<file path="config.mk">
export PLATFORM = sky130hd
export DESIGN_NAME = uart_tx_fifo
export DESIGN_NICKNAME = d
export VERILOG_FILES = /design/src/rtl/uart_tx_fifo.sv
export SDC_FILE = /design/constraint.sdc
export NUM_CORES = 1
export LEC_CHECK = 0
export BUFFER_PORTS_ARGS = -buffer_cell sky130_fd_sc_hd__buf_2
export CORE_MARGIN = 1
export CORE_UTILIZATION = 46
export DETAILED_ROUTE_END_ITERATION = 16
export HOLD_SLACK_MARGIN = 0.08
export PLACE_DENSITY = 0.62
export SETUP_SLACK_MARGIN = 0.05
export SLEW_MARGIN = 5
export SYNTH_ARGS = -nofsm -noshare
export SYNTH_HDL_FRONTEND = slang
export SYNTH_SLANG_ARGS = --single-unit
</file>
<file path="constraint.sdc">
create_clock -name clk -period 2.94 [get_ports clk]
set_input_delay 0.147 -clock clk [delete_from_list [all_inputs] [get_ports clk]]
set_output_delay 0.147 -clock clk [all_outputs]
set_load 0.05 [all_outputs]
</file>
<file path="src/rtl/uart_tx_fifo.sv">
// Buffered 8N1 UART transmitter: host bytes queue in a FIFO and are serialised LSB first on tx.
// Define UART_TX_PARITY_EN to insert an even-parity bit between bit 7 and the stop bit.
module uart_tx_fifo #(
    parameter int SYS_CLK_FREQ    = 100000000,
    parameter int BAUD_RATE       = 115200,
    parameter int FIFO_DEPTH_LOG2 = 4
) (
    input  logic       clk,
    input  logic       rst_n,
    input  logic       wr_en,
    input  logic [7:0] wr_data,
    output logic       full,
    output logic       empty,
    output logic       overflow,
    output logic       busy,
    output logic       tx
);
    localparam int CLKS_PER_BIT = SYS_CLK_FREQ / BAUD_RATE;
    localparam int DEPTH        = 1 << FIFO_DEPTH_LOG2;
    localparam int CNT_W        = $clog2(CLKS_PER_BIT);
    localparam logic [CNT_W-1:0]         BAUD_LAST  = CNT_W'(CLKS_PER_BIT - 1);
    localparam logic [FIFO_DEPTH_LOG2:0] COUNT_FULL = (FIFO_DEPTH_LOG2 + 1)'(DEPTH);

    typedef enum logic [2:0] {
        S_IDLE,
        S_START,
        S_DATA,
`ifdef UART_TX_PARITY_EN
        S_PARITY,
`endif
        S_STOP
    } state_t;

    logic [7:0]                 r_mem [DEPTH];
    logic [FIFO_DEPTH_LOG2-1:0] r_wr_ptr;
    logic [FIFO_DEPTH_LOG2-1:0] r_rd_ptr;
    logic [FIFO_DEPTH_LOG2:0]   r_count;
    logic                       r_overflow;
    state_t                     r_state;
    logic [CNT_W-1:0]           r_baud;
    logic [2:0]                 r_bit_idx;
    logic [7:0]                 r_shift;
    logic                       r_tx;
`ifdef UART_TX_PARITY_EN
    logic                       r_parity;
`endif

    logic   w_full;
    logic   w_empty;
    logic   w_push;
    logic   w_pop;
    logic   w_baud_done;
    logic   w_shift_en;
    logic   w_tx_nxt;
    state_t w_state_nxt;

    assign w_full      = (r_count == COUNT_FULL);
    assign w_empty     = (r_count == '0);
    assign w_push      = wr_en && !w_full;
    assign w_baud_done = (r_baud == BAUD_LAST);

    assign full     = w_full;
    assign empty    = w_empty;
    assign overflow = r_overflow;
    assign busy     = (r_state != S_IDLE);
    assign tx       = r_tx;

    // A write while full is dropped even if the serialiser pops in the same cycle.
    always_ff @(posedge clk or negedge rst_n) begin
        if (!rst_n) begin
            r_wr_ptr   <= '0;
            r_rd_ptr   <= '0;
            r_count    <= '0;
            r_overflow <= 1'b0;
        end else begin
            if (w_push) r_wr_ptr <= r_wr_ptr + 1'b1;
            if (w_pop)  r_rd_ptr <= r_rd_ptr + 1'b1;
            if (w_push && !w_pop)      r_count <= r_count + 1'b1;
            else if (!w_push && w_pop) r_count <= r_count - 1'b1;
            if (wr_en && w_full) r_overflow <= 1'b1;
        end
    end

    always_ff @(posedge clk) begin
        if (w_push) r_mem[r_wr_ptr] <= wr_data;
    end

    always_comb begin
        w_state_nxt = r_state;
        w_tx_nxt    = r_tx;
        w_pop       = 1'b0;
        w_shift_en  = 1'b0;
        case (r_state)
            S_IDLE: begin
                w_tx_nxt = 1'b1;
                if (!w_empty) begin
                    w_pop       = 1'b1;
                    w_state_nxt = S_START;
                    w_tx_nxt    = 1'b0;
                end
            end
            S_START: begin
                if (w_baud_done) begin
                    w_state_nxt = S_DATA;
                    w_tx_nxt    = r_shift[0];
                end
            end
            S_DATA: begin
                if (w_baud_done) begin
                    if (r_bit_idx == 3'd7) begin
`ifdef UART_TX_PARITY_EN
                        w_state_nxt = S_PARITY;
                        w_tx_nxt    = r_parity;
`else
                        w_state_nxt = S_STOP;
                        w_tx_nxt    = 1'b1;
`endif
                    end else begin
                        w_shift_en = 1'b1;
                        w_tx_nxt   = r_shift[1];
                    end
                end
            end
`ifdef UART_TX_PARITY_EN
            S_PARITY: begin
                if (w_baud_done) begin
                    w_state_nxt = S_STOP;
                    w_tx_nxt    = 1'b1;
                end
            end
`endif
            S_STOP: begin
                if (w_baud_done) begin
                    w_state_nxt = S_IDLE;
                    w_tx_nxt    = 1'b1;
                end
            end
            default: begin
                w_state_nxt = S_IDLE;
                w_tx_nxt    = 1'b1;
            end
        endcase
    end

    // Every state change happens on a baud boundary, so one restart rule covers state entry.
    always_ff @(posedge clk or negedge rst_n) begin
        if (!rst_n) begin
            r_state   <= S_IDLE;
            r_baud    <= '0;
            r_bit_idx <= '0;
            r_shift   <= '0;
            r_tx      <= 1'b1;
        end else begin
            r_state <= w_state_nxt;
            r_tx    <= w_tx_nxt;
            if (r_state == S_IDLE || w_baud_done) r_baud <= '0;
            else                                  r_baud <= r_baud + 1'b1;
            if (r_state != S_DATA)  r_bit_idx <= '0;
            else if (w_baud_done)   r_bit_idx <= r_bit_idx + 1'b1;
            if (w_pop)           r_shift <= r_mem[r_rd_ptr];
            else if (w_shift_en) r_shift <= {1'b0, r_shift[7:1]};
        end
    end

`ifdef UART_TX_PARITY_EN
    always_ff @(posedge clk or negedge rst_n) begin
        if (!rst_n)     r_parity <= 1'b0;
        else if (w_pop) r_parity <= ^r_mem[r_rd_ptr];
    end
`endif

endmodule
</file>
# After elaboration in Yosys (flattened, before gate mapping)
# Memory sizes are Yosys's and may differ from the RTL's.
# Cells that the tools add are included.
# totals
register_bits,39
ram_bits,128
inputBits,11
memories,1
# memory_table
name,depth,word_bits,read_ports,rd_ports_with_merged_regs,write_ports,line_no,source
r_mem,16,8,1,0,1,34,logic [7:0] r_mem [DEPTH];
# op_classes
n_addsub,6
eq_ne,12
mux,26
n_reduce_logical,16
# op_table
cell,n
3-bit 2-to-1 mux,7
8-bit 2-to-1 mux,2
1-bit 2-to-1 mux,12
3-bit case mux with 4 select lines,1
"10-bit by 1-bit adder with 10-bit output, second input constant",1
"10-bit equality test, second input constant",1
10-bit 2-to-1 mux,1
5-bit 2-to-1 mux,2
"2-bit != test, second input constant",5
"4-bit by 1-bit adder with 4-bit output, second input constant",2
"3-bit by 2-bit equality test with 1-bit output, second input constant",2
2-bit nonzero test,3
"5-bit by 1-bit adder with 5-bit output, second input constant",1
"5-bit equality test, second input constant",1
5-bit logical NOT,1
5-bit AND reduction,1
"5-bit by 1-bit subtractor with 5-bit output, second input constant",1
1-bit logical AND,4
1-bit case mux with 4 select lines,1
"3-bit by 1-bit adder with 3-bit output, second input constant",1
"3-bit by 1-bit equality test with 1-bit output, second input constant",1
"3-bit equality test, second input constant",1
1-bit logical NOT,3
3-bit logical NOT,1
other kinds (4),4

# Logic depth before layout (Yosys ltp)
# Gate-level depths: netlist of the first run.
# logic_depth
depth_word,7
ltp_mapped,12
depth_no_buf,11

# Worst setup path before layout of the first run
# Ideal clock, no wire load.
# synth_path
path_type,reg2reg
startpoint,reg r_count[1]
endpoint,reg r_count[4]
setup_ns,0.080
arrival_time_ns,2.671
slack_ns,0.189
stages_incl_launch_ff,12
n_path_buf,1
synth_period_minus_slack_ns,2.751
path_cell_list,dfrtp_1 -> or4_4 -> o21a_2 -> inv_1 -> buf_4 -> ha_1 -> inv_1 -> fa_1 -> a21o_1 -> a21oi_1 -> mux2i_1 -> xnor2_1
# synth_between
elab_chain_cells,6
elab_cells_between_ends,15
cone_classes,2 x add/sub; 1 x eq/ne; 4 x mux; 8 x reduce/logical
# synth_rtl
element,line_no,source
"start, declared",37,logic [FIFO_DEPTH_LOG2:0] r_count;
"start signal, assigned",78,if (w_push && !w_pop) r_count <= r_count + 1'b1;
"start signal, assigned",79,else if (!w_push && w_pop) r_count <= r_count - 1'b1;
"parallel branches: the longest is 6 deep, another holds 5-bit by 1-bit subtractor with 5-bit output",n/a,
# Parallel ways; which one is timed is not known. The select of a mux whose other input is x is not followed.
# A chain may end at the register's enable or synchronous reset.

# Final worst setup path of the first run
# Ends and elaborated chain as after synthesis.

==> metrics.txt, run 1 <==
Root Buffer=clkbuf_16; Worst slew margin=0.3608; met3 GRT Util=0.03979; fillers=1158; EDFF count, synth=128; CTS H-tree depth=4; switch share=0.3316; Clock Sinks=166; dpl ws=0.1780 ns; n_diodes=0; # DRC=1; CTS tree=built; pin count of the biggest net entering global routing=40; Total Nets Final=490; antenna violations before repair=0; failing checks=DRC; RSZ-0062 raised after global routing=false; Hold Fails Final Rpt=0; IO Port Bufs=15; DR vias/cell=5.629; Syn Inst Count=432; post-synthesis cell area=7014 µm²; outcome=complete, but fails checks; Non-Filler Instances=658; reg2reg end=r_count[4]$_DFFE_PN0P_; grt total ovfl=0; combinational power share=0.321; setup ws final=0.1959 ns; synth-to-layout area growth=12.67%; Internal=5.196 mW; # IOs=16; Least-Margin Pin Slew=0.9552 ns; num rows=44; Final period util=0.9334; power density over the cells=983.7 nW/µm²; Required @ worst endpoint=3.28 ns; drt total wl=13400 µm; Avg WL per Cell=20.37 µm; Fin Setup TNS=0 ns; Setup violations, final=0; Final min period=2.744 ns; DP HPWL=8656 µm; core area=14700 µm²; Worst setup EP type=register; min-delay worst type=input port to register; fmax=364.4 MHz; first-pass GRT wire length=21230 µm; met2 usage in global routing=0.3016; Syn Nets=461; Mean Syn Cell Area=16.24 µm²; total clock buffers created by CTS=17; WHS Endpoint=r_mem[7][1]$_DFFE_PP_; clock slew at reported path FFs=0.06 ns; placed instance count=624; maximum vdd ir drop=0.4577 mV; reg2reg path depth=10; Seq/Total Area, Yosys=0.6837; Sw Pwr=2.578 mW; Initial DRC Count=270; Overall Global Routing Usage=0.1861; Worst Skew=0.007523 ns; crit path DAT=3.08 ns; RR Startpoint=r_count[1]$_DFFE_PN0P_; gpl congestion=0.7944; final design utilization=0.5376; met1 Track Usage GR=0.2424; GR peak layer=met2; flop2flop setup slack=0.20 ns; Final ANT Viol Nets=0; hold path depth=1; Max clock buf depth=2; die area=15750 µm²; Via Count=3704; Ys Warns=0; fin area=7903 µm²; Initial Util=0.4772; DRT Pass-1 Iters=10; Setup Buffers After CTS=0; most frequent cells in the layout=edfxtp_1 (128), dfrtp_1 (34), nor2_1 (30); Final Max Slew Viols=0; die height=125.5 µm; Crit Path Class=register to register; most used flip-flop cell after synthesis=edfxtp_1; Die Wd=125.5 µm; Worst-Skew Late Latency=0.42 ns; hold path start=wr_data[1]; commonest non-fill, non-tap cell in the layout=edfxtp_1; max-cap violations=0; Startpoint Class=register; vias in the first global route=3811; library cells used by synthesis=49; #FFs+latches synth=166; Post-DP Area=7323 µm²; static leakage=2.811 nW; layout cell share with drive strength beyond 1=0.2278; Post-synth ARST share=0.2289; CP Max Fanout=5; clock power share=0.267; share of total power in sequential cells=0.413
==> cell type report <==
cell class	count	area [µm²]	area share
Sequential cell	166	4800	0.6073
Multi-Input combinational cell	235	2082	0.2635
Clock buffer	18	429.2	0.05431
Tap cell	184	230.2	0.02913
Timing Repair Buffer	31	200.2	0.02533
Clock inverter	14	123.9	0.01567
Inverter	10	37.54	0.004750
==> worst max-delay path, stage by stage (launching register included) <==
cell and delay (ns):
dfrtp_2 0.43, or4_4 0.55, o21a_2 0.21, inv_1 0.07, ha_1 0.16, inv_1 0.11
fa_1 0.41, a21o_1 0.19, a21oi_2 0.15, mux2i_1 0.23, xnor2_1 0.14
==> kinds of logic (layout without fill, tap and decap cells) <==
family / count (synthesis) / after routing / share of synthesized area
xor+xnor: 19 / 19 / 0.02372
simple gates: 102 / 102 / 0.07920
mux: 49 / 49 / 0.1085
compound gates: 47 / 47 / 0.05173
buf+inv: 31 / 73 / 0.01998
flops: 166 / 166 / 0.6837
fa+ha+maj: 18 / 18 / 0.03318
==> timing repair <==
item / 4_1_cts / 5_1_grt
setup endpoints to repair: 0 / 1
endpoints found under the hold margin: 38 / 0
resized for setup: 0 / 3
hold buffers: 2 / 0
==> power groups by stage <==
| stage | clock network (mW) | registers, mW | logic (mW) |
|---|---|---|---|
| final | 2.07 | 3.21 | 2.49 |
| after global routing | 2.22 | 3.25 | 2.74 |
| after CTS | 2.12 | 3.21 | 2.52 |
| after global placement | 0 | 3.24 | 2.46 |
| after detailed placement | 0 | 3.25 | 2.50 |
| after floorplan | 0 | 3.20 | 1.94 |
==> how the worst max path moves through the flow <==
stage / startpoint / to / slack, ns / cells past startpoint
after detailed placement: r_count[1]$_DFFE_PN0P_ / r_count[4]$_DFFE_PN0P_ / 0.18 / 10
after global placement: r_count[1]$_DFFE_PN0P_ / r_count[4]$_DFFE_PN0P_ / 0.24 / 10
after floorplan: r_count[1]$_DFFE_PN0P_ / r_count[4]$_DFFE_PN0P_ / 0.19 / 11
after CTS: r_count[1]$_DFFE_PN0P_ / r_count[4]$_DFFE_PN0P_ / 0.15 / 10
final: r_count[1]$_DFFE_PN0P_ / r_count[4]$_DFFE_PN0P_ / 0.20 / 10
after global routing: r_count[1]$_DFFE_PN0P_ / r_count[4]$_DFFE_PN0P_ / 0.03 / 10
==> routing by layer <==
layer  up-vias  wire [µm]
li1       1713          -
met2        88       6773
met5         -          0
met4         0        221
met1      1887       5985
met3        16        422
==> cells in the mapped netlist, types with 2 or more instances <==
library cell	count	share of area
or3_1	2	0.0018
buf_2	7	0.0050
nand3_1	6	0.0043
nor2b_1	6	0.0054
a211oi_2	6	0.011
edfxtp_1	128	0.55
mux2i_1	25	0.036
mux4_2	21	0.067
xnor2_1	15	0.019
mux2_2	2	0.0032
and2_1	4	0.0036
a21oi_1	4	0.0029
nand2b_1	3	0.0027
nand4_1	4	0.0036
o21ai_0	4	0.0029
nor2_1	30	0.016
inv_1	10	0.0054
buf_1	2	0.0011
nor3_2	7	0.010
nor4_1	2	0.0018
a22oi_1	10	0.011
buf_4	2	0.0021
nand2_1	17	0.0091
nor3_1	13	0.0093
xor2_1	4	0.0050
dfrtp_1	37	0.13
clkbuf_1	9	0.0048
a211oi_1	8	0.0086
o22ai_1	7	0.0062
ha_1	17	0.030
a21o_1	2	0.0021
==> sequential cells by signal (all words and copies together), names as in the netlist <==
signal,count
r_baud,10
r_count,5
r_rd_ptr,4
tx,1
r_state,2
r_mem,128
r_shift,8
overflow,1
r_bit_idx,3
r_wr_ptr,4
==> through the flow <==
stage	power, mW	hold WS, ns
2_1_floorplan	5.141	-0.1486
3_3_place_gp	5.694	0.3089
3_5_place_dp	5.754	0.3205
4_1_cts	7.848	0.1003
5_1_grt	8.218	0.1072
6_report	7.774	0.1123
(Power assumes the default switching activity.)
==> inputs of run 2 (changes only) <==
GPL_TIMING_DRIVEN = 0   (was unset)
==> run 2 against run 1 <==
  * The flow still finishes with violations (DRC)
  * Utilization up 0.95 points
  * Global-route usage increased by 0.45 points
  * Combinational power grew 9.2%
  * Final area rose by 1.8%
  * Sequential cell count stayed put
  * Setup slack worse by 0.011 ns
  * Via count rose by 1.0%
  * Critical endpoint unchanged
  * Non-clock buffer count increased by 11
  * Largest power group unchanged
  * Sequential power is 2% lower
  * Critical path depth grew 1
==> metrics.txt, run 2 (synthesis results as in run 1) <==
outcome=complete, but fails checks; failing checks=DRC; core area=14700 µm²; Crit Path Class=register to register; min-delay worst type=input port to register; Required @ worst endpoint=3.29 ns; crit path DAT=3.10 ns; CTS tree=built; Initial DRC Count=231; Top Registers=r_mem: 128 flops, r_baud: 10 flops, r_shift: 8 flops; CP cell instances=or4_4 -> o21a_2 -> inv_2 -> buf_6 -> ha_1 -> inv_2 -> fa_2 -> a21o_1 -> a21oi_2 -> mux2i_2 -> xnor2_1; Total Nets Final=501; Multi-input gate area=2131 µm²; Overall Global Routing Usage=0.1906; Clock Sinks=166; Die Wd=125.5 µm; die area=15750 µm²; synth-to-layout area growth=14.66%; flop2flop setup slack=0.18 ns; DRT Pass-1 Iters=11; most frequent cells in the layout=edfxtp_1 (128), dfrtp_1 (35), nor2_1 (30); CP most frequent cell=inv_2; Avg WL per Cell=20.56 µm; layout cell share with drive strength beyond 1=0.2412; Setup violations, final=0; vias in the first global route=3771; Least-Margin Pin Slew=0.9148 ns; Worst-Skew Late Latency=0.43 ns; CTS H-tree depth=4; die height=125.5 µm; Final period util=0.9372; commonest non-fill, non-tap cell in the layout=edfxtp_1; static leakage=2.840 nW; DP HPWL=9253 µm; Final ANT Viol Nets=0; fillers=1154; first-pass GRT wire length=21590 µm; n_diodes=0; Fin Setup TNS=0 ns; total clock buffers created by CTS=17; Worst setup EP type=register; RSZ-0062 raised after global routing=false; num rows=44; IO Port Bufs=15; # DRC=1; CP Max Fanout=5; slowest stage delay, CP=0.51 ns; crit path buf inv count=3; gpl congestion=0.8071; Final Max Slew Viols=0; pin count of the biggest net entering global routing=39; antenna violations before repair=0; drt total wl=13760 µm; Via Count=3742; CP max stage cell=or4_4; Root Buffer=clkbuf_16; # IOs=16; fmax=362.9 MHz; Worst Skew=0.008767 ns; maximum vdd ir drop=0.4306 mV; grt total ovfl=0; max reg flops=128; max-cap violations=0; Worst slew margin=0.3879; Startpoint Class=register; DR vias/cell=5.593; Biggest register=r_mem; power density over the cells=1018 nW/µm²; Max clock buf depth=2; Initial Util=0.4772; clock slew at reported path FFs=0.06 ns; CP top delay family=compound AO/OA/AOI/OAI gates; Final min period=2.755 ns; Worst Hold Slack=0.1105 ns; Sequential Area=4798 µm²; Hold Fails Final Rpt=0
==> run 2: final timing paths <==
path,from,endpoint,cells after the start
setup / recovery,r_count[3]$_DFFE_PN0P_,r_count[4]$_DFFE_PN0P_,11
hold / removal,wr_data[1],r_mem[13][1]$_DFFE_PP_,1
setup reg to reg,r_count[3]$_DFFE_PN0P_,r_count[4]$_DFFE_PN0P_,11
hold reg to reg,overflow$_DFFE_PN0P_,overflow$_DFFE_PN0P_,1
max in group asynchronous,rst_n,r_count[3]$_DFFE_PN0P_,2
min in group asynchronous,rst_n,r_baud[3]$_DFF_PN0_,2
==> run 2: area by class of cell <==
class / instances / area share
Inverter: 10 / 0.004667
Clock inverter: 12 / 0.02209
Multi-Input combinational cell: 235 / 0.2649
Buffer: 21 / 0.01322
Clock buffer: 20 / 0.05429
Tap cell: 184 / 0.02862
Timing Repair Buffer: 21 / 0.01556
Sequential cell: 166 / 0.5966
==> run 2: routing by layer <==
layer	vias to the layer above	wire [µm]	share of wire	GRT usage
li1	1734	-	-	-
met2	77	7033	0.51	0.3199
met3	18	569	0.041	0.04707
met4	0	244	0.018	0.07245
met1	1913	5908	0.43	0.2391
met5	-	0	0	0
==> run 2: through the flow <==
| step | worst slack (ns) | power (mW) | util | instances | area, µm² |
|---|---|---|---|---|---|
| 6_report | 0.1847 | 8.183 | 0.5472 | 669 | 8043 |
| 5_1_grt | 0.04958 | 8.628 | 0.5472 | 669 | 8043 |
| 4_1_cts | 0.07522 | 8.188 | 0.5445 | 668 | 8004 |
| 3_5_place_dp | -0.1667 | 5.827 | 0.4986 | 631 | 7330 |
| 3_3_place_gp | -0.1287 | 5.740 | 0.4980 | 631 | 7320 |
| 2_1_floorplan | 0.1889 | 5.141 | - | 432 | 7014 |
==> run 2: where the power goes <==
| group | internal [mW] | switching, mW | total (mW) | leakage, nW |
|---|---|---|---|---|
| Sequential | 2.94 | 0.219 | 3.16 | 1.62 |
| Combinational | 1.16 | 1.55 | 2.72 | 0.924 |
| Clock | 1.42 | 0.883 | 2.31 | 0.295 |
| Total | 5.53 | 2.66 | 8.18 | 2.84 |
==> run 2: repair_timing <==
action                     CTS  global route
setup endpoints to repair   18             2
hold endpoints to repair    38             0
setup buffers                3             1
hold buffers                 2             0
pin swaps                    0             1
resized for setup            6             7
